--- src/rtl/disp_pkg.sv ---
// Shared defaults and round-robin helpers for the display source arbiter.
// Holds the display width, source count and a generic rr search function.
package disp_pkg;

  localparam int DISP_WIDTH = 16;
  localparam int DISP_N_SRC = 4;
  localparam int RR_MAXN    = 32;

  typedef struct packed {
    logic       found;
    logic [4:0] idx;
  } rr_res_t;

  // First set bit of req[n-1:0] searching ptr, ptr+1, ... wrapping at n.
  function automatic rr_res_t rr_first(
    input logic [RR_MAXN-1:0] req,
    input int                 n,
    input int                 ptr
  );
    rr_res_t r;
    r = '0;
    for (int i = RR_MAXN - 1; i >= 0; i--) begin
      if (i < n && i >= ptr && req[i]) begin
        r.found = 1'b1;
        r.idx   = 5'(i);
      end
    end
    if (!r.found) begin
      for (int i = RR_MAXN - 1; i >= 0; i--) begin
        if (i < n && req[i]) begin
          r.found = 1'b1;
          r.idx   = 5'(i);
        end
      end
    end
    return r;
  endfunction

endpackage

--- src/rtl/disp_src_arbiter_rr_pick.sv ---
// rr_pick: combinational round-robin picker using a double-width mask.
// Ports: req_i requests, ptr_i search start, found_o any hit, idx_o winner.
module rr_pick #(
  parameter int N  = 4,
  parameter int IW = $clog2(N)
) (
  input  logic [N-1:0]  req_i,
  input  logic [IW-1:0] ptr_i,
  output logic          found_o,
  output logic [IW-1:0] idx_o
);

  logic [2*N-1:0] dbl;

  // Lower copy masked below ptr, upper copy intact: the lowest set bit
  // of the doubled vector is the next requester at or after ptr.
  always_comb begin
    dbl = {req_i, req_i};
    for (int j = 0; j < N; j++) begin
      if (j < int'(ptr_i)) dbl[j] = 1'b0;
    end
    found_o = 1'b0;
    idx_o   = '0;
    for (int j = 2 * N - 1; j >= 0; j--) begin
      if (dbl[j]) begin
        found_o = 1'b1;
        idx_o   = (j >= N) ? IW'(j - N) : IW'(j);
      end
    end
  end

endmodule

--- src/rtl/disp_src_arbiter.sv ---
// Round-robin arbiter sharing the 7-segment display between N value sources.
// Ports: clk/rst_n, i_req/i_data in; o_value, o_grant, o_idx, o_switch out.
module disp_src_arbiter
  import disp_pkg::*;
#(
  parameter int N_SRC        = DISP_N_SRC,
  parameter int WIDTH        = DISP_WIDTH,
  parameter int DWELL_CYCLES = 50_000_000
) (
  input  logic                       clk,
  input  logic                       rst_n,
  input  logic [N_SRC-1:0]           i_req,
  input  logic [N_SRC*WIDTH-1:0]     i_data,
  output logic [WIDTH-1:0]           o_value,
  output logic [N_SRC-1:0]           o_grant,
  output logic [$clog2(N_SRC)-1:0]   o_idx,
  output logic                       o_switch
);

  localparam int IW = $clog2(N_SRC);
  localparam int CW = (DWELL_CYCLES > 1) ? $clog2(DWELL_CYCLES) : 1;

  localparam logic [0:0] S_IDLE = 1'b0;
  localparam logic [0:0] S_HOLD = 1'b1;

  localparam logic [CW-1:0] CNT_RELOAD = CW'(DWELL_CYCLES - 1);
  localparam logic [IW-1:0] LAST_IDX   = IW'(N_SRC - 1);

  logic [0:0]       state_q, state_d;
  logic [CW-1:0]    cnt_q, cnt_d;
  logic [IW-1:0]    ptr_q, ptr_d;
  logic [IW-1:0]    idx_q, idx_d;
  logic [N_SRC-1:0] grant_q, grant_d;
  logic [WIDTH-1:0] value_q, value_d;
  logic             switch_q, switch_d;

  logic [WIDTH-1:0] src [N_SRC];
  logic             pick_found;
  logic [IW-1:0]    pick_idx;

  for (genvar k = 0; k < N_SRC; k++) begin : g_src
    assign src[k] = i_data[k*WIDTH +: WIDTH];
  end

  rr_pick #(
    .N  (N_SRC),
    .IW (IW)
  ) u_pick (
    .req_i   (i_req),
    .ptr_i   (ptr_q),
    .found_o (pick_found),
    .idx_o   (pick_idx)
  );

  always_comb begin
    state_d  = state_q;
    cnt_d    = cnt_q;
    ptr_d    = ptr_q;
    idx_d    = idx_q;
    grant_d  = grant_q;
    value_d  = value_q;
    switch_d = 1'b0;
    if (state_q == S_IDLE || cnt_q == '0) begin
      if (pick_found) begin
        state_d  = S_HOLD;
        cnt_d    = CNT_RELOAD;
        idx_d    = pick_idx;
        grant_d  = N_SRC'(1) << pick_idx;
        value_d  = src[pick_idx];
        ptr_d    = (pick_idx == LAST_IDX) ? '0 : pick_idx + 1'b1;
        // A reload onto the same source is not a new grant.
        switch_d = (state_q == S_IDLE) || (pick_idx != idx_q);
      end else begin
        state_d = S_IDLE;
        grant_d = '0;
      end
    end else begin
      cnt_d = cnt_q - 1'b1;
      // Freeze on the last sample once the owner stops requesting.
      if (i_req[idx_q]) value_d = src[idx_q];
    end
  end

  always_ff @(posedge clk or negedge rst_n) begin
    if (!rst_n) begin
      state_q  <= S_IDLE;
      cnt_q    <= '0;
      ptr_q    <= '0;
      idx_q    <= '0;
      grant_q  <= '0;
      value_q  <= '0;
      switch_q <= 1'b0;
    end else begin
      state_q  <= state_d;
      cnt_q    <= cnt_d;
      ptr_q    <= ptr_d;
      idx_q    <= idx_d;
      grant_q  <= grant_d;
      value_q  <= value_d;
      switch_q <= switch_d;
    end
  end

  assign o_value  = value_q;
  assign o_grant  = grant_q;
  assign o_idx    = idx_q;
  assign o_switch = switch_q;

endmodule
--- config.mk ---
export PLATFORM = sky130hd
export DESIGN_NAME = disp_src_arbiter
export DESIGN_NICKNAME = d
export VERILOG_FILES = /design/src/rtl/disp_pkg.sv /design/src/rtl/disp_src_arbiter_rr_pick.sv /design/src/rtl/disp_src_arbiter.sv
export SDC_FILE = /design/constraint.sdc
export NUM_CORES = 1
export LEC_CHECK = 0
export CELL_PAD_IN_SITES_DETAIL_PLACEMENT = 1
export CELL_PAD_IN_SITES_GLOBAL_PLACEMENT = 2
export CORE_MARGIN = 2
export CORE_UTILIZATION = 27
export CTS_CLUSTER_DIAMETER = 150
export DETAILED_ROUTE_END_ITERATION = 10
export HOLD_SLACK_MARGIN = 0.1
export PLACE_DENSITY = 0.79
export SYNTH_ARGS = -nofsm -noshare
export SYNTH_HDL_FRONTEND = slang
export SYNTH_SLANG_ARGS = --single-unit
--- constraint.sdc ---
create_clock -name clk -period 2.5 [get_ports clk]
set_input_delay 0.375 -clock clk [delete_from_list [all_inputs] [get_ports clk]]
set_output_delay 0.375 -clock clk [all_outputs]
set_load 0.1 [all_outputs]
## Word-level counts from Yosys, hierarchy flattened

Cells that the tools add are included.

| word-level totals | value |
|---|---|
| output and inout bits | 23 |
| word-level logic and storage cells | 63 |
| bits of input ports | 70 |
| flip-flop bits (word level) | 52 |

| cells by class | value |
|---|---|
| muxes and demuxes | 35 |
| reductions and logical operators | 6 |
| magnitude comparators | 6 |
| bitwise operators | 3 |
| shift-type cells | 1 |
| eq/ne operators | 3 |
| add/sub/neg operators | 2 |

Operators by type and width:

| operator | number |
|---|---|
| 2-to-1 mux 16 bit | 7 |
| binary-select mux 16 bit (select 2 bit) | 2 |
| 2-to-1 mux 26 bit | 2 |
| zero test 26 bit | 1 |
| subtractor 26 x 1 -> 26 bit, second input constant | 1 |
| 2-to-1 mux 2 bit | 8 |
| 2-to-1 mux 1 bit | 14 |
| >= comparator 3 bit, second input constant | 2 |
| inverter 2 -> 3 bit | 2 |
| less-than comparator 1 x 2 -> 1 bit, first input constant | 2 |
| 2-to-1 mux 4 bit | 1 |
| AND reduction 2 bit | 2 |
| << shifter 1 x 2 -> 4 bit, first input constant | 1 |
| less-than comparator 2 x 3 -> 1 bit, second input constant | 1 |
| adder 2 x 1 -> 2 bit, second input constant | 1 |
| binary-select mux 1 bit (select 2 bit) | 1 |
| equality test 2 bit, second input constant | 1 |
| logical OR 1 bit | 2 |
| less-than comparator 2 bit, first input constant | 1 |
| != test 2 bit | 1 |
| != test 2 bit, second input constant | 1 |
| nonzero test 2 bit | 1 |
| inverter 1 bit | 1 |

## Longest topological paths before layout

Gate-level depths: netlist of run 1.

| logic depth | value |
|---|---|
| depth in word-level cells | 13 |
| mapped depth | 9 |
| mapped depth without buffers | 8 |

## Hierarchy

From an unflattened synthesis of run 1, not the netlist that was laid out.

| second synthesis, totals | value |
|---|---|
| cell total of the unflattened synthesis | 314 |
| area, all modules | 3569.7 µm² |

By module, submodules not included:

| module | instances | area an instance (µm²) | sequential area each (µm²) | cells each |
|---|---|---|---|---|
| disp_src_arbiter | 1 | 3492.1 | 1301.2 | 302 |
| rr_pick | 1 | 77.6 | 0.0 | 12 |

## Worst setup path after synthesis of run 1

Ideal clock, no wire load.

| timing | value |
|---|---|
| kind | flip-flop to flip-flop |
| from | register idx_q[0] (netlist: o_idx[0]) |
| to | register value_q[10] (netlist: o_value[10]) |
| period minus slack after synthesis | 2974 ps |
| required time | 2373 ps |
| cell stages (with the launch flop) | 6 |
| arrival | 2846 ps |
| buffers on the path | 2 |
| slack | -474 ps |
| library setup time | 127 ps |
| cells stage by stage | dfrtp_1 clkbuf_1 clkbuf_1 mux4_2 a211oi_1 a31oi_1 |

| on the way | value |
|---|---|
| word-level cells in the longest chain between the ends | 6 |
| elaborated cells between the ends (all ways) | 10 |
| those cells by class | mux (7); bitwise (1); reduce/logical (2) |

RTL lines:

| item | line | source |
|---|---|---|
| start: declaration | disp_src_arbiter.sv:32 | `logic [IW-1:0] idx_q, idx_d;` |
| start signal: assignment | disp_src_arbiter.sv:97 | `idx_q <= idx_d;` |
| inverter 2 -> 3 bit (implied by the code) | disp_src_arbiter.sv:80 | `if (i_req[idx_q]) value_d = src[idx_q];` |
| binary-select mux 16 bit (select 2 bit) | disp_src_arbiter.sv:80 |  |
| 2-to-1 mux 16 bit (implied by the code) (2 in series) | disp_src_arbiter.sv:80 |  |
| 2-to-1 mux 16 bit | disp_src_arbiter.sv:80 |  |
| 2-to-1 mux 16 bit | disp_src_arbiter.sv:63 | `if (state_q == S_IDLE \|\| cnt_q == '0) begin` |
| end signal: assignment | disp_src_arbiter.sv:99 | `value_q <= value_d;` |
| end: declaration | disp_src_arbiter.sv:34 | `logic [WIDTH-1:0] value_q, value_d;` |

Several ways; a longest one is shown, not always the timed one. The select of a mux whose other input is x is not followed.
A chain may end at the register's enable or synchronous reset.

## Worst setup path in the final report of run 1

| timing | value |
|---|---|
| from | register cnt_q[14] |
| to | register cnt_q[25] |

| on the way | value |
|---|---|
| word-level cells in the longest chain between the ends | 3 |
| elaborated cells between the ends (all ways) | 5 |
| those cells by class | add/sub (1); eq/ne (1); mux (1); reduce/logical (2) |

RTL lines:

| item | line | source |
|---|---|---|
| start: declaration | disp_src_arbiter.sv:30 | `logic [CW-1:0] cnt_q, cnt_d;` |
| start signal: assignment | disp_src_arbiter.sv:95 | `cnt_q <= cnt_d;` |
| branches (longest 3 deep; another with subtractor 26 x 1 -> 26 bit) | -- |  |

Several ways; the timed one is not identified.

==> results.toml, run 1 <==
[flow_run]
cap_violations = 0

[layout]
antenna_cells = 0
nNetsFinal = 627
areaGrowthSynthToFinish_pct = 39.7
final_cell_mix = "clkdlybuf4s50_1 (68), buf_4 (60), dfrtp_1 (51)"
layout_commonest_cell = "clkdlybuf4s50_1"
final_util = 0.384
drive_gt1_frac = 0.216
design_area_sq_um = 5570

[setup_path]
cp-start-kind = "register"
cp.arrival_ns = 2.65
critPathTopFamily = "simple AND/OR/NAND/NOR gates"
cp_slowest_stage_delay_ns = 0.54
worstSetupPathType = "reg -> reg"
worst_setup_path_end_kind = "register"
required_ns = 2.71
cpMaxStageDelayCell = "or4_4"
cp_max_fo = 6
cp_cell_sequence = "or4_4 > or3_4 > buf_4 > or3_4 > o31a_1 > o31ai_2"
crit_path_frequent_cell = "or3_4"
path_buf_inv = 1

[synth]
synthesis.area_sq_um = 3980
ys.flop_type = "dfrtp_1"
async_reset_ff_frac = 1.00
synth_seq_cells = 52
avgSynthCellArea_sq_um = 8.91
synth_cell_types = 51
synth-seq-area-share = 0.327
syn_inst = 447
synth_edf_count = 0
yosys_warnings = 0
synth_nets = 523

[sta]
rsz0062_at_grt = "yes"
timing.hold.ws_ns = 0.477
timing.slew.headroom = 0.677
fmax_mhz = 410
worst_slew_pin_slew_ns = 0.484
hold_viol = 0
clock_skew_ns = 0.00813
slew_viol_final = 0
period_needed_ns = 2.44
layout_setup_ws_ns = 0.0594
setup_viol = 0
fin_crit_sh = 0.976

[clock_tree]
cts_tree = "done"
cts_buffers = 5
cts_max_level = 2
clk_latency_ns = 0.30
clkSinkCount = 52
cts_buffer_depth = 2
root_buffer = "clkbuf_16"
cts.clk_slew.worst_paths_ns = 0.07

[placed_design]
portBuffers = 92
dpl.hpwl_um = 10400
dp_worst_setup_slack_ns = -0.0552
placed_area_sq_um = 5340
gp_congestion = 0.759

[drt]
drt_iter0_drc = 204
drt-pass1-iter-count = 4
ant_nets = 0
wl_per_cell_um = 19.3
drc_errors = 0
drt-vias-per-instance = 5.64
vias = 4148
wl_um = 14200

[floorplan]
die_y_um = 125
rows = 44
core_sq_um = 14500
start_util = 0.275
dieArea_sq_um = 15700
die_w_um = 125
ios = 93

[worst_hold_path]
hold_class = "reg -> reg"

[outcome]
status = "finished clean"

[power_and_ir_drop]
powerDensity_nw_per_um2 = 498
power_mw = 2.77
p_leak_nw = 2.18
peakVddDrop_uv = 241

[grt]
grt_pass1_vias = 4523
grt_remaining_overflow = 0
grtUsageTotal = 0.180
grt_pass1_wl_um = 23200
antenna_found_initial = 0
grt_max_degree = 39
==> cell type report <==
type	instances	area, sq um
repair buffers	140	1320
multi-input cells	346	2540
clock buffers	6	139
clock inverters	2	10.0
well taps	184	230
flip-flops and latches	52	1300
inverters	6	22.5
fillers	1722	8910
==> synthesized netlist by cell type, drive strengths merged (5+ instances only) <==
cell | number | area share
o21ai | 41 | 0.052
o31ai | 10 | 0.021
nor2b | 15 | 0.024
a31oi | 15 | 0.024
or3 | 7 | 0.011
a211o | 17 | 0.037
o41ai | 5 | 0.016
a21o | 19 | 0.036
mux2i | 5 | 0.013
nand2 | 19 | 0.018
ha | 6 | 0.019
and3 | 5 | 0.0079
nand3 | 44 | 0.055
a21oi | 24 | 0.030
mux4 | 17 | 0.096
dfrtp | 52 | 0.33
nor4 | 7 | 0.013
inv | 6 | 0.0057
a211oi | 17 | 0.032
nor2 | 15 | 0.015
nor3 | 20 | 0.025
clkbuf | 32 | 0.030
buf | 12 | 0.016
==> cells by family (layout without fill, tap and decap cells) <==
kind of cell | Yosys count | after routing | share of synthesized area
compound gates | 163 | 164 | 0.281
simple gates | 146 | 146 | 0.194
buf+inv | 50 | 154 | 0.0521
xor+xnor | 6 | 6 | 0.0132
mux | 24 | 24 | 0.114
fa+ha+maj | 6 | 6 | 0.0188
flops | 52 | 52 | 0.327
==> path summary, 6_finish.rpt <==
| path | startpoint | end | slack (ns) | cells past startpoint |
|---|---|---|---|---|
| max | cnt_q[14] | cnt_q[25] | 0.06 | 6 |
| min | o_grant[2] | o_grant[2] | 0.48 | 2 |
| max reg2reg | cnt_q[14] | cnt_q[25] | 0.06 | 6 |
| min reg2reg | o_grant[2] | o_grant[2] | 0.48 | 2 |
| max in group asynchronous | rst_n | cnt_q[13] | 1.29 | 3 |
| min in group asynchronous | rst_n | o_grant[0] | 0.63 | 2 |
==> flip-flops by register name, indices dropped and copies added, names as in the netlist <==
signal / flops
o_switch: 1
o_idx: 2
state_q: 1
ptr_q: 2
o_grant: 4
o_value: 16
cnt_q: 26
==> where the power goes <==
group,internal (mW),total (mW),switching [mW]
Combinational,0.420,1.00,0.580
Sequential,0.936,1.05,0.116
Clock,0.396,0.721,0.325
Total,1.75,2.77,1.02
==> per-layer routing <==
layer / GRT usage / part of all wire
met5: 0 / 0
met4: 0.0320 / 0.0085
met3: 0.0355 / 0.041
met2: 0.335 / 0.53
met1: 0.216 / 0.42
==> timing repair <==
item,in CTS,in global routing
endpoints found under the setup margin,9,19
hold endpoints to repair,17,0
cloned,1,0
pin swaps,1,4
resized for setup,3,7
hold buffers,1,0
setup buffers,0,1
==> metrics by stage <==
step	TNS, ns	instances
final	0	736
after global routing	-0.146	736
after CTS	0	735
after detailed placement	-0.139	725
after global placement	0	725
after floorplan	0	447
==> worst min-delay path, delay by kind of cell (launching register included) <==
family | cells | cell delay (ns)
and+or+nand+nor | 2 | 0.10
DFF | 1 | 0.35
Note: power is estimated with default switching activity, not from simulation.
==> inputs of run 2 (changes only) <==
Settings changed: CORE_UTILIZATION 27 to 30, PLACE_DENSITY 0.79 to 0.83, SKIP_CTS_REPAIR_TIMING set to 1.
Clock period 2.5 ns to 2.4 ns, I/O delays scaled along.
==> run 2 against run 1 <==
  * The flow now finishes with violations (negative setup slack)
  * First-iteration DRC count grew 0.98%
  * Via count grew 1.6%
  * Flip-flop and latch count is the same
  * Worst setup slack got worse by 0.12 ns
  * Clock-buffer cell count rose by 2
  * Register-to-register slack worse by 0.12 ns
  * Largest cell class unchanged
  * Largest power group is now combinational cells
==> results.toml, run 2 (same netlist as run 1, synthesis figures left out) <==
[floorplan]
ios = 93
dieArea_sq_um = 14200
die_y_um = 119
start_util = 0.304
rows = 42
core_sq_um = 13100
die_w_um = 119

[sta]
fmax_mhz = 407
worst_slew_pin_slew_ns = 0.638
clock_skew_ns = 0.00506
timing.slew.headroom = 0.575
layout_setup_ws_ns = -0.0598
period_needed_ns = 2.46
hold_viol = 0
setup_viol = 19
slew_viol_final = 0
rsz0062_at_grt = "yes"
fin_crit_sh = 1.02

[grt]
grt_remaining_overflow = 0
antenna_found_initial = 0
grt_max_degree = 39
grtUsageTotal = 0.205
grt_pass1_wl_um = 23300
grt_pass1_vias = 4636

[setup_path]
r2r_setup_slack_ns = -0.06
cp.arrival_ns = 2.65
required_ns = 2.59
r2r_end = "cnt_q[25]"
worstSetupPathType = "reg -> reg"
cp_max_fo = 6
cp-start-kind = "register"
reg2reg_from = "cnt_q[17]"
worst_setup_path_end_kind = "register"
rr_worst_depth = 6

[clock_tree]
cts_max_level = 2
cts_buffer_depth = 2
clk_latency_ns = 0.30
cts_tree = "done"
cts_buffers = 5
clkSinkCount = 52
root_buffer = "clkbuf_16"
cts.clk_slew.worst_paths_ns = 0.07

[outcome]
status = "complete, but fails checks"
violations = "negative setup slack"

[flow_run]
cap_violations = 0

[drt]
drt-pass1-iter-count = 4
drt_iter0_drc = 206
drt-vias-per-instance = 5.65
ant_nets = 0
wl_um = 14600
wl_per_cell_um = 19.5
vias = 4214
drc_errors = 0

[power_and_ir_drop]
powerDensity_nw_per_um2 = 510
peakVddDrop_uv = 298
p_leak_nw = 2.35
power_mw = 3.02

[placed_design]
gp_congestion = 0.790
dp_worst_setup_slack_ns = -0.162
portBuffers = 92
dpl.hpwl_um = 10300

[worst_hold_path]
hold_class = "in -> async"

[layout]
drive_gt1_frac = 0.281
antenna_cells = 0
top_register = "cnt_q"
largest_reg_flops = 26
final_cell_mix = "clkdlybuf4s50_1 (68), buf_4 (68), dfrtp_1 (50)"
nNetsFinal = 645
areaGrowthSynthToFinish_pct = 48.6
## run 2: cell count changes in the layout (fill, tap and decap cells not counted), sizes merged
cell         previous run  this run
clkbuf                  6        10
clkinv                  2         0
buf                    71        88
dlygate4sd3             1         0
## run 2: stage by stage
step                      area [sq um]  instances  hold slack [ns]  utilization  TNS [ns]
after CTS                         5610        738            0.100        0.429     -3.32
after floorplan                   4010        447           0.0644            -  -0.00515
after global routing              5920        746            0.111        0.452     -2.78
after global placement            5470        730            0.415        0.418    -0.197
after detailed placement          5470        730            0.414        0.418     -1.87
final                             5920        746           0.0815        0.452    -0.322
## run 2: how the worst max path moves through the flow
stage / from / end / slack [ns] / cells after the start
after floorplan: cnt_q[15] / cnt_q[11] / -0.005 / 7
after global placement: cnt_q[0] / cnt_q[20] / -0.04 / 11
after detailed placement: cnt_q[17] / cnt_q[25] / -0.16 / 6
after CTS: cnt_q[17] / cnt_q[25] / -0.17 / 6
after global routing: cnt_q[17] / cnt_q[25] / -0.15 / 6
final: cnt_q[17] / cnt_q[25] / -0.06 / 6
## run 2: layout make-up
class                   count  area (sq um)
fillers                  1495          7170
multi-input cells         346          2660
repair buffers            158          1560
flip-flops and latches     52          1310
well taps                 176           220
clock buffers               8           146
inverters                   6          22.5
## run 2: power by group
| part | switching [mW] | internal (mW) |
|---|---|---|
| Sequential | 0.0843 | 0.975 |
| Clock | 0.331 | 0.418 |
| Combinational | 0.697 | 0.513 |
| Total | 1.11 | 1.91 |
## run 2: metal layers
layer,up-vias,global-route usage,share of wire
li1,1977,-,-
met1,2128,0.252,0.44
met2,94,0.372,0.52
met3,15,0.0326,0.031
met4,0,0.0484,0.012
met5,-,0,0
## run 2: critical path: stages (launching register included)
cell	delay, ns
dfrtp_1	0.38
or4_4	0.53
or3_4	0.36
buf_6	0.14
or3_4	0.42
o31a_1	0.28
o31ai_2	0.24
